[config.mk]
export PLATFORM = sky130hd
export DESIGN_NAME = sync_fifo_serial_tx_flat
export DESIGN_NICKNAME = d
export VERILOG_FILES = /design/src/rtl/sync_fifo_pkg.sv /design/src/rtl/sync_fifo_serial_tx_if.sv /design/src/rtl/sync_fifo_baud_tick.sv /design/src/rtl/sync_fifo_serial_tx.sv /design/src/flat_wrapper.sv
export SDC_FILE = /design/constraint.sdc
export NUM_CORES = 1
export LEC_CHECK = 0
export CAP_MARGIN = 5
export CORE_MARGIN = 3
export CORE_UTILIZATION = 56
export DETAILED_ROUTE_END_ITERATION = 10
export GPL_ROUTABILITY_DRIVEN = 0
export PLACE_DENSITY = 0.94
export SLEW_MARGIN = 25
export SYNTH_ARGS = -nofsm -noshare
export SYNTH_HDL_FRONTEND = slang
export SYNTH_SLANG_ARGS = --single-unit
export TNS_END_PERCENT = 20
[constraint.sdc]
create_clock -name clk -period 3.1 [get_ports clk]
set_input_delay 0.31 -clock clk [delete_from_list [all_inputs] [get_ports clk]]
set_output_delay 0.31 -clock clk [all_outputs]
set_load 0.05 [all_outputs]
[src/rtl/sync_fifo_pkg.sv]
// rtl/sync_fifo_pkg.sv - shared types and constants for the sync FIFO tile
package sync_fifo_pkg;

  localparam int FIFO_DATA_W = 6;

  typedef enum logic [2:0] {
    IDLE,
    FETCH,
    LOAD,
    START,
    DATA,
    PARITY,
    STOP
  } tx_state_t;

  localparam logic LINE_IDLE = 1'b1;
  localparam logic START_BIT = 1'b0;
  localparam logic STOP_BIT  = 1'b1;

endpackage

[src/rtl/sync_fifo_serial_tx_if.sv]
// rtl/sync_fifo_serial_tx_if.sv - FIFO read port and serial line bundle for the drain stage
interface sync_fifo_serial_tx_if
  import sync_fifo_pkg::*;
#(
  parameter int DATA_W = FIFO_DATA_W
);

  logic              tx_en;
  logic              fifo_empty;
  logic [DATA_W-1:0] fifo_dat;
  logic              fifo_rd_en;
  logic              tx_o;
  logic              busy;
  logic              frame_done;

  modport master (
    output tx_en, fifo_empty, fifo_dat,
    input  fifo_rd_en, tx_o, busy, frame_done
  );

  modport slave (
    input  tx_en, fifo_empty, fifo_dat,
    output fifo_rd_en, tx_o, busy, frame_done
  );

endinterface

[src/rtl/sync_fifo_baud_tick.sv]
// rtl/sync_fifo_baud_tick.sv - bit-period counter; tick marks the last cycle of each serial bit
module sync_fifo_baud_tick #(
  parameter int CLKS_PER_BIT = 4
) (
  input  logic clk,
  input  logic rst_n,
  input  logic clr,
  output logic tick
);

  localparam int CW = (CLKS_PER_BIT > 1) ? $clog2(CLKS_PER_BIT) : 1;
  localparam logic [CW-1:0] TERM = CW'(CLKS_PER_BIT - 1);

  logic [CW-1:0] cnt;

  always_ff @(posedge clk or negedge rst_n) begin
    if (!rst_n) begin
      cnt <= '0;
    end else if (clr || (cnt == TERM)) begin
      cnt <= '0;
    end else begin
      cnt <= cnt + 1'b1;
    end
  end

  assign tick = (cnt == TERM);

endmodule

[src/rtl/sync_fifo_serial_tx.sv]
// rtl/sync_fifo_serial_tx.sv - pulls words from the FIFO and serializes them as start/data/parity/stop frames
module sync_fifo_serial_tx
  import sync_fifo_pkg::*;
#(
  parameter int DATA_W       = FIFO_DATA_W,
  parameter int CLKS_PER_BIT = 4,
  parameter int PARITY_EN    = 1
) (
  input  logic                 clk,
  input  logic                 rst_n,
  sync_fifo_serial_tx_if.slave bus
);

  localparam int BW = (DATA_W > 1) ? $clog2(DATA_W) : 1;
  localparam logic [BW-1:0] LAST_BIT = BW'(DATA_W - 1);

  tx_state_t         state;
  tx_state_t         state_nx;
  logic [DATA_W-1:0] shreg;
  logic              par;
  logic [BW-1:0]     bit_idx;
  logic              tick;
  logic              clr;
  logic              line;

  // Both the baud counter and the bit index restart on every state change.
  assign clr = (state_nx != state);

  sync_fifo_baud_tick #(
    .CLKS_PER_BIT(CLKS_PER_BIT)
  ) u_baud (
    .clk  (clk),
    .rst_n(rst_n),
    .clr  (clr),
    .tick (tick)
  );

  always_ff @(posedge clk or negedge rst_n) begin
    if (!rst_n) begin
      state <= IDLE;
    end else begin
      state <= state_nx;
    end
  end

  always_comb begin
    state_nx = state;
    case (state)
      IDLE:    if (bus.tx_en && !bus.fifo_empty) state_nx = FETCH;
      FETCH:   state_nx = LOAD;
      LOAD:    state_nx = START;
      START:   if (tick) state_nx = DATA;
      DATA:    if (tick && (bit_idx == LAST_BIT)) state_nx = (PARITY_EN != 0) ? PARITY : STOP;
      PARITY:  if (tick) state_nx = STOP;
      STOP:    if (tick) state_nx = IDLE;
      default: state_nx = IDLE;
    endcase
  end

  // The FIFO output register is valid during LOAD, one cycle after the strobe.
  always_ff @(posedge clk or negedge rst_n) begin
    if (!rst_n) begin
      shreg   <= '0;
      par     <= 1'b0;
      bit_idx <= '0;
    end else begin
      if (state == LOAD) begin
        shreg <= bus.fifo_dat;
        par   <= ^bus.fifo_dat;
      end else if ((state == DATA) && tick) begin
        shreg <= shreg >> 1;
      end
      if (clr) begin
        bit_idx <= '0;
      end else if ((state == DATA) && tick) begin
        bit_idx <= bit_idx + 1'b1;
      end
    end
  end

  always_comb begin
    line = LINE_IDLE;
    case (state)
      START:   line = START_BIT;
      DATA:    line = shreg[0];
      PARITY:  line = par;
      STOP:    line = STOP_BIT;
      default: line = LINE_IDLE;
    endcase
  end

  assign bus.tx_o       = line;
  assign bus.fifo_rd_en = (state == FETCH);
  assign bus.busy       = (state != IDLE);
  assign bus.frame_done = (state == STOP) && tick;

endmodule
[src/flat_wrapper.sv]
// flat-port wrapper written by rule: the top's interface ports become plain ports
module sync_fifo_serial_tx_flat import sync_fifo_pkg::*;
#(
  parameter int DATA_W       = FIFO_DATA_W,
  parameter int CLKS_PER_BIT = 4,
  parameter int PARITY_EN    = 1
)
  (clk, rst_n, bus_tx_en, bus_fifo_empty, bus_fifo_dat, bus_fifo_rd_en, bus_tx_o, bus_busy, bus_frame_done);
  sync_fifo_serial_tx_if #(.DATA_W(DATA_W)) bus_i ();
  input  logic clk;
  input  logic rst_n;
  input wire logic [$bits(bus_i.tx_en)-1:0] bus_tx_en;
  input wire logic [$bits(bus_i.fifo_empty)-1:0] bus_fifo_empty;
  input wire logic [$bits(bus_i.fifo_dat)-1:0] bus_fifo_dat;
  output wire logic [$bits(bus_i.fifo_rd_en)-1:0] bus_fifo_rd_en;
  output wire logic [$bits(bus_i.tx_o)-1:0] bus_tx_o;
  output wire logic [$bits(bus_i.busy)-1:0] bus_busy;
  output wire logic [$bits(bus_i.frame_done)-1:0] bus_frame_done;
  assign bus_i.tx_en = bus_tx_en;
  assign bus_i.fifo_empty = bus_fifo_empty;
  assign bus_i.fifo_dat = bus_fifo_dat;
  assign bus_fifo_rd_en = bus_i.fifo_rd_en;
  assign bus_tx_o = bus_i.tx_o;
  assign bus_busy = bus_i.busy;
  assign bus_frame_done = bus_i.frame_done;
  sync_fifo_serial_tx #(.DATA_W(DATA_W), .CLKS_PER_BIT(CLKS_PER_BIT), .PARITY_EN(PARITY_EN)) u_core (.clk(clk), .rst_n(rst_n), .bus(bus_i));
endmodule
# After elaboration in Yosys (flattened, before gate mapping)
# Index checks and enable logic that the tools add are counted.
# Widths: inputs -> output; s select.
[word_totals]
n_memories = 0
mem_bits_ro = 0
regBits = 15
elab_cells = 39
latchBits = 0
input_bits = 10
output_inout_bits = 4
ramBits = 0
[op_classes]
eq_ne = 9
shift = 0
add_sub_neg = 2
n_mux = 12
n_div = 0
bitwise_logic = 0
reduce_logical = 11
mul = 0
order_cmp = 0
[op_table]
columns = ["cell", "n"]
rows = [
  ["$mux 3", 7],
  ["$pmux 3 s7", 1],
  ["$eq 3x3->1 const B", 4],
  ["$mux 6", 2],
  ["$eq 3x2->1 const B", 2],
  ["$reduce_xor 6->1", 1],
  ["$logic_and 1x1->1", 4],
  ["$reduce_bool 2->1", 2],
  ["$add 3x1->3 const B", 1],
  ["$eq 3x1->1 const B", 1],
  ["$logic_not 3->1", 1],
  ["$ne 3x3->1", 1],
  ["$pmux 1 s3", 1],
  ["$reduce_bool 3->1", 1],
  ["$add 2x1->2 const B", 1],
  ["$eq 2x2->1 const B", 1],
  ["$mux 2", 1],
  ["$logic_not 1->1", 1],
  ["$logic_or 1x1->1", 1],
]

# Longest topological paths before layout
[logic_depth]
depth_word = 7
depth_mapped = 6
mapped_depth_nobuf = 5

# Cells and area by module
# A second synthesis with hierarchy kept.
[unflattened]
hier_cells = 101
hier_area_um2 = 977.2
[modules_own_cells]
columns = ["module", "area_each_um2", "cells_each", "instances"]
rows = [
  ["sync_fifo_serial_tx", 892.1, 96, 1],
  ["sync_fifo_baud_tick", 85.1, 5, 1],
]

# Worst setup path after synthesis
# No wires, ideal clock.
[synth_timing]
kind = "reg2out"
start = "register u_core.state[0]"
end = "output bus_fifo_rd_en"
arrival_ns = 1.905
n_path_buf = 1
path_slack_ns = 0.885
path_stages_with_launch = 3
t_required_ns = 2.790
path_cell_list = "dfrtp_1 dlygate4sd1_1 nor3b_1"
[synth_via]
elab_chain_len = 1
[synth_lines]
columns = ["item", "line_no", "rtl"]
rows = [
  ["start: declaration", "sync_fifo_serial_tx.sv:17", "tx_state_t state;"],
  ["start signal: assignment", "sync_fifo_serial_tx.sv:42", "state <= state_nx;"],
  ["$eq 3x1->1", "sync_fifo_serial_tx.sv:93", "assign bus.fifo_rd_en = (state == FETCH);"],
  ["end: declaration", "flat_wrapper.sv:15", "output wire logic [$bits(bus_i.fifo_rd_en)-1:0] bus_fifo_rd_en;"],
]
# No other way between the ends.

# Final worst setup path
[layout_timing]
start = "register u_core.state[0]"
end = "output bus_tx_o"
[layout_via]
elab_chain_len = 2
elab_cells_between_ends = 4
cone_classes = "3 x eq/ne; 1 x mux"
[layout_lines]
columns = ["item", "line_no", "rtl"]
rows = [
  ["$eq 3x3->1 / $eq 3x2->1 (equally long branches)", "sync_fifo_serial_tx.sv:83", "case (state)"],
  ["$pmux 1 s3 (*)", "sync_fifo_serial_tx.sv:83", ""],
  ["end: declaration", "flat_wrapper.sv:16", "output wire logic [$bits(bus_i.tx_o)-1:0] bus_tx_o;"],
]
# Mark *: on every way between the ends. The rest lies on a longest branch, timed or not.

==> run_results.csv <==
group,metric,value,unit
clocking,cts_resized,0,
timing,fin_crit_sh,79.4,%
yosys,synthArstFlopShare,100,%
clocking,cts_hold_buf,0,
yosys,syn-num-nets,108,
layout,antenna_cells,0,
flow_run,maxCapViolCount,0,
pwr,p_leak,0.451,nW
clocking,clkLatencyLatePin,0.29,ns
timing,tns,0,ns
clocking,postCtsSetupBuffers,0,
critical_path,cp-start-kind,"flip-flop",
yosys,netlist_area,922,µm²
yosys,synth.most_common_cell,"dfrtp_1",
yosys,synthAdderAreaFrac,4.07,%
global_routing,grt_util_met2,33.8,%
critical_path,timing.rr.start,"u_core.u_baud.cnt[0]$_DFF_PN0_",
yosys,synth_area_leader_cell,"dfrtp_1",
yosys,synth_xor_area_share,7.19,%
die,io_pins,14,
clocking,clk_pin_slew_worst_paths,0.10,ns
clocking,cts_root_buf,"clkbuf_4",
drt,wl_per_cell,13.9,µm
die,initial_core_util,60.5,%
global_routing,grt_max_degree,17,
timing,final-hold-violation-count,0,
outcome,status,"finished clean",
yosys,yosysSeqAreaShare,40.7,%
critical_path,crit_path_cell_trace,"and2b_1, a211oi_1, a21oi_1, clkdlybuf4s50_1",
clocking,cts_sinks,15,
timing,clock.fmax,0.406,GHz
critical_path,rr_worst_depth,4,
critical_path,required,2.79,ns
yosys,synth_area_leaders,"dfrtp_1 (41%), nand2_1 (5.7%), a31oi_1 (4.1%), ha_1 (4.1%), nor2_1 (3.3%)",
clocking,numCtsBuffers,3,
pwr,power_density,885,mW/mm²
drt,first_pass_iters,4,
layout,fillCellCount,120,
drt,viasPerCell,5.83,
yosys,ys_ff_latch,15,
place,hpwl,1260,µm
yosys,yosysWarnings,0,
die,dieHeight,46.6,µm
yosys,synth_edf_count,0,
timing,finClkSkew,0.0109,ns
critical_path,worst-setup-path-type,"reg2out",
yosys,synth_top_area_share,40.7,%
yosys,synth_top_family_by_area,"simple AND/OR/NAND/NOR gates",
timing,slew_violations,0,
critical_path,crit_fanout,16,
yosys,synthMuxAreaShare,1.09,%
layout,syn_to_final_growth,14.5,%
critical_path,cp-end-kind,"primary output",
die,die_w,46.6,µm
clocking,cts.path.max_buffers,2,
critical_path,arrival,2.15,ns
drt,vias,706,
timing,worst_slew_pin_slew,0.670,ns
die,fp.coreArea,0.00152,mm²
timing,layout_min_cycle_time,2.46,ns
critical_path,critPathSlowestCell,"clkdlybuf4s50_1",
critical_path,regToRegSetupSlack,1.35,ns
die,std_cell_rows,14,
yosys,synth_compound_area_share,14.0,%
layout,nets,119,
global_routing,antenna_found_initial,0,
yosys,synthDistinctLibCells,36,
layout,drive_gt1_share,9.52,%
drt,wirelength,1680,µm
drt,post-route-drc-count,0,
yosys,synth_top_flop_cell,"dfrtp_1",
global_routing,grt.overflow.total,0,
drt,drtIter0Drc,14,
drt,postRouteAntennaNets,0,
global_routing,grt_first_pass_wirelength,2680,µm
global_routing,track_usage,18.1,%
min_path,hold_class,"in2async",
critical_path,slowest_delay,0.71,ns
die,die_area,0.00217,mm²
global_routing,grt_pass1_vias,645,
yosys,synthSimpleGateAreaFrac,26.6,%
yosys,syn_inst,95,
place,portBuffers,13,
layout,final_core_utilization,69.3,%
global_routing,grtUsageMet1,19.6,%
global_routing,busiest_layer,"met2",
clocking,tritoncts,"done",
yosys,netlist_top_cells_count,"dfrtp_1 (15), nand2_1 (14), nor2_1 (8)",
yosys,syn-mean-instance-area,9.71,µm²
critical_path,r2r-end,"u_core.state[0]$_DFF_PN0_",
pwr,vdd_drop_max,578,µV
timing,relSlewSlack,55.2,%
timing,rsz0062_at_grt,"no",
global_routing,grt_use_met3,3.52,%
clocking,htree_levels,1,
timing,setup_violations,0,
[how the worst max path moves through the flow]
stage / start / to / slack (ns) / cells after the start
3_3_place_gp: u_core.state[0]$_DFF_PN0_ / bus_tx_o / 1.04 / 4
2_1_floorplan: u_core.state[0]$_DFF_PN0_ / bus_fifo_rd_en / 0.89 / 2
5_1_grt: u_core.state[0]$_DFF_PN0_ / bus_tx_o / 0.54 / 4
3_5_place_dp: u_core.state[0]$_DFF_PN0_ / bus_tx_o / 0.97 / 4
6_report: u_core.state[0]$_DFF_PN0_ / bus_tx_o / 0.64 / 4
4_1_cts: u_core.state[0]$_DFF_PN0_ / bus_tx_o / 0.62 / 4
[cell families (layout without fill, tap and decap cells)]
family                     count (synthesis)  after routing
and+or+nand+nor                           39             39
AOI/OAI and AO/OA                         20             20
DFF                                       15             15
buffers and inverters                     11             21
xor gates and xnor gates                   6              6
adders and majority gates                  3              3
muxes                                      1              1
[routing by layer]
layer  share of wire, %  vias up
li1                   -      355
met1                 43      341
met2                 53        8
met3                3.1        2
met4               0.53        0
met5                  0        -
[critical path: cells and delay by family, from the launching register on]
family	cells	cell delay, ns
AOI/OAI and AO/OA	2	0.33
buffers and inverters	1	0.71
DFF	1	0.58
and+or+nand+nor	1	0.23
[final cells by class]
type                       count  area, µm²  share of cell area (%)
multi-input combinational     69        488                    46.2
clock inverter                 1       5.00                   0.474
tap                           16       20.0                    1.90
clock buffer                   3       22.5                    2.13
inverter                       4       15.0                    1.42
sequential                    15        375                    35.5
timing repair buffer          13        130                    12.3
[per-stage QoR]
step | cell area (µm²) | std cells | hold WS [ns] | power (W) | setup slack [ns]
2_1_floorplan | 922 | 95 | 0.0144 | 0.000729 | 0.885
3_3_place_gp | 1030 | 117 | 0.494 | 0.000808 | 1.04
3_5_place_dp | 1030 | 117 | 0.503 | 0.000832 | 0.965
4_1_cts | 1060 | 121 | 0.438 | 0.000947 | 0.624
5_1_grt | 1060 | 121 | 0.455 | 0.00101 | 0.538
6_report | 1060 | 121 | 0.419 | 0.000935 | 0.638
[report_power, final]
part	leakage, nW	internal, W	total, W	switching, W
logic	0.251	0.000198	0.000451	0.000253
clock network	0.0177	0.0000479	0.000113	0.0000653
registers	0.183	0.000273	0.000371	0.0000978
total	0.451	0.000519	0.000935	0.000416
[cell usage in the layout, fill, tap and decap left out, drive strengths merged]
master | Yosys | routed
dfrtp | 15 | 15
nand2 | 14 | 14
clkdlybuf4s50 | 0 | 13
nor2 | 8 | 8
a31oi | 6 | 6
o21ai | 5 | 5
inv | 4 | 4
xnor2 | 3 | 3
ha | 3 | 3
clkbuf | 1 | 3
a211oi | 2 | 2
a21oi | 2 | 2
xor2 | 2 | 2
o21a | 2 | 2
nand3b | 2 | 2
nor4b | 2 | 2
nor4 | 2 | 2
and3 | 2 | 2
and2b | 1 | 1
nor3b | 1 | 1
and4bb | 1 | 1
nor2b | 1 | 1
a311o | 1 | 1
or3 | 1 | 1
o21bai | 1 | 1
a22o | 1 | 1
nor3 | 1 | 1
or3b | 1 | 1
nand4bb | 1 | 1
xnor3 | 1 | 1
nand3 | 1 | 1
mux2i | 1 | 1
clkinv | 0 | 1
[registers in the layout, summed over array words and instances, names as in the netlist]
name and flops:
u_core.bit_idx 3, u_core.par 1, u_core.shreg 6, u_core.state 3, u_core.u_baud.cnt 2
Note: power is estimated with default switching activity, not from simulation.
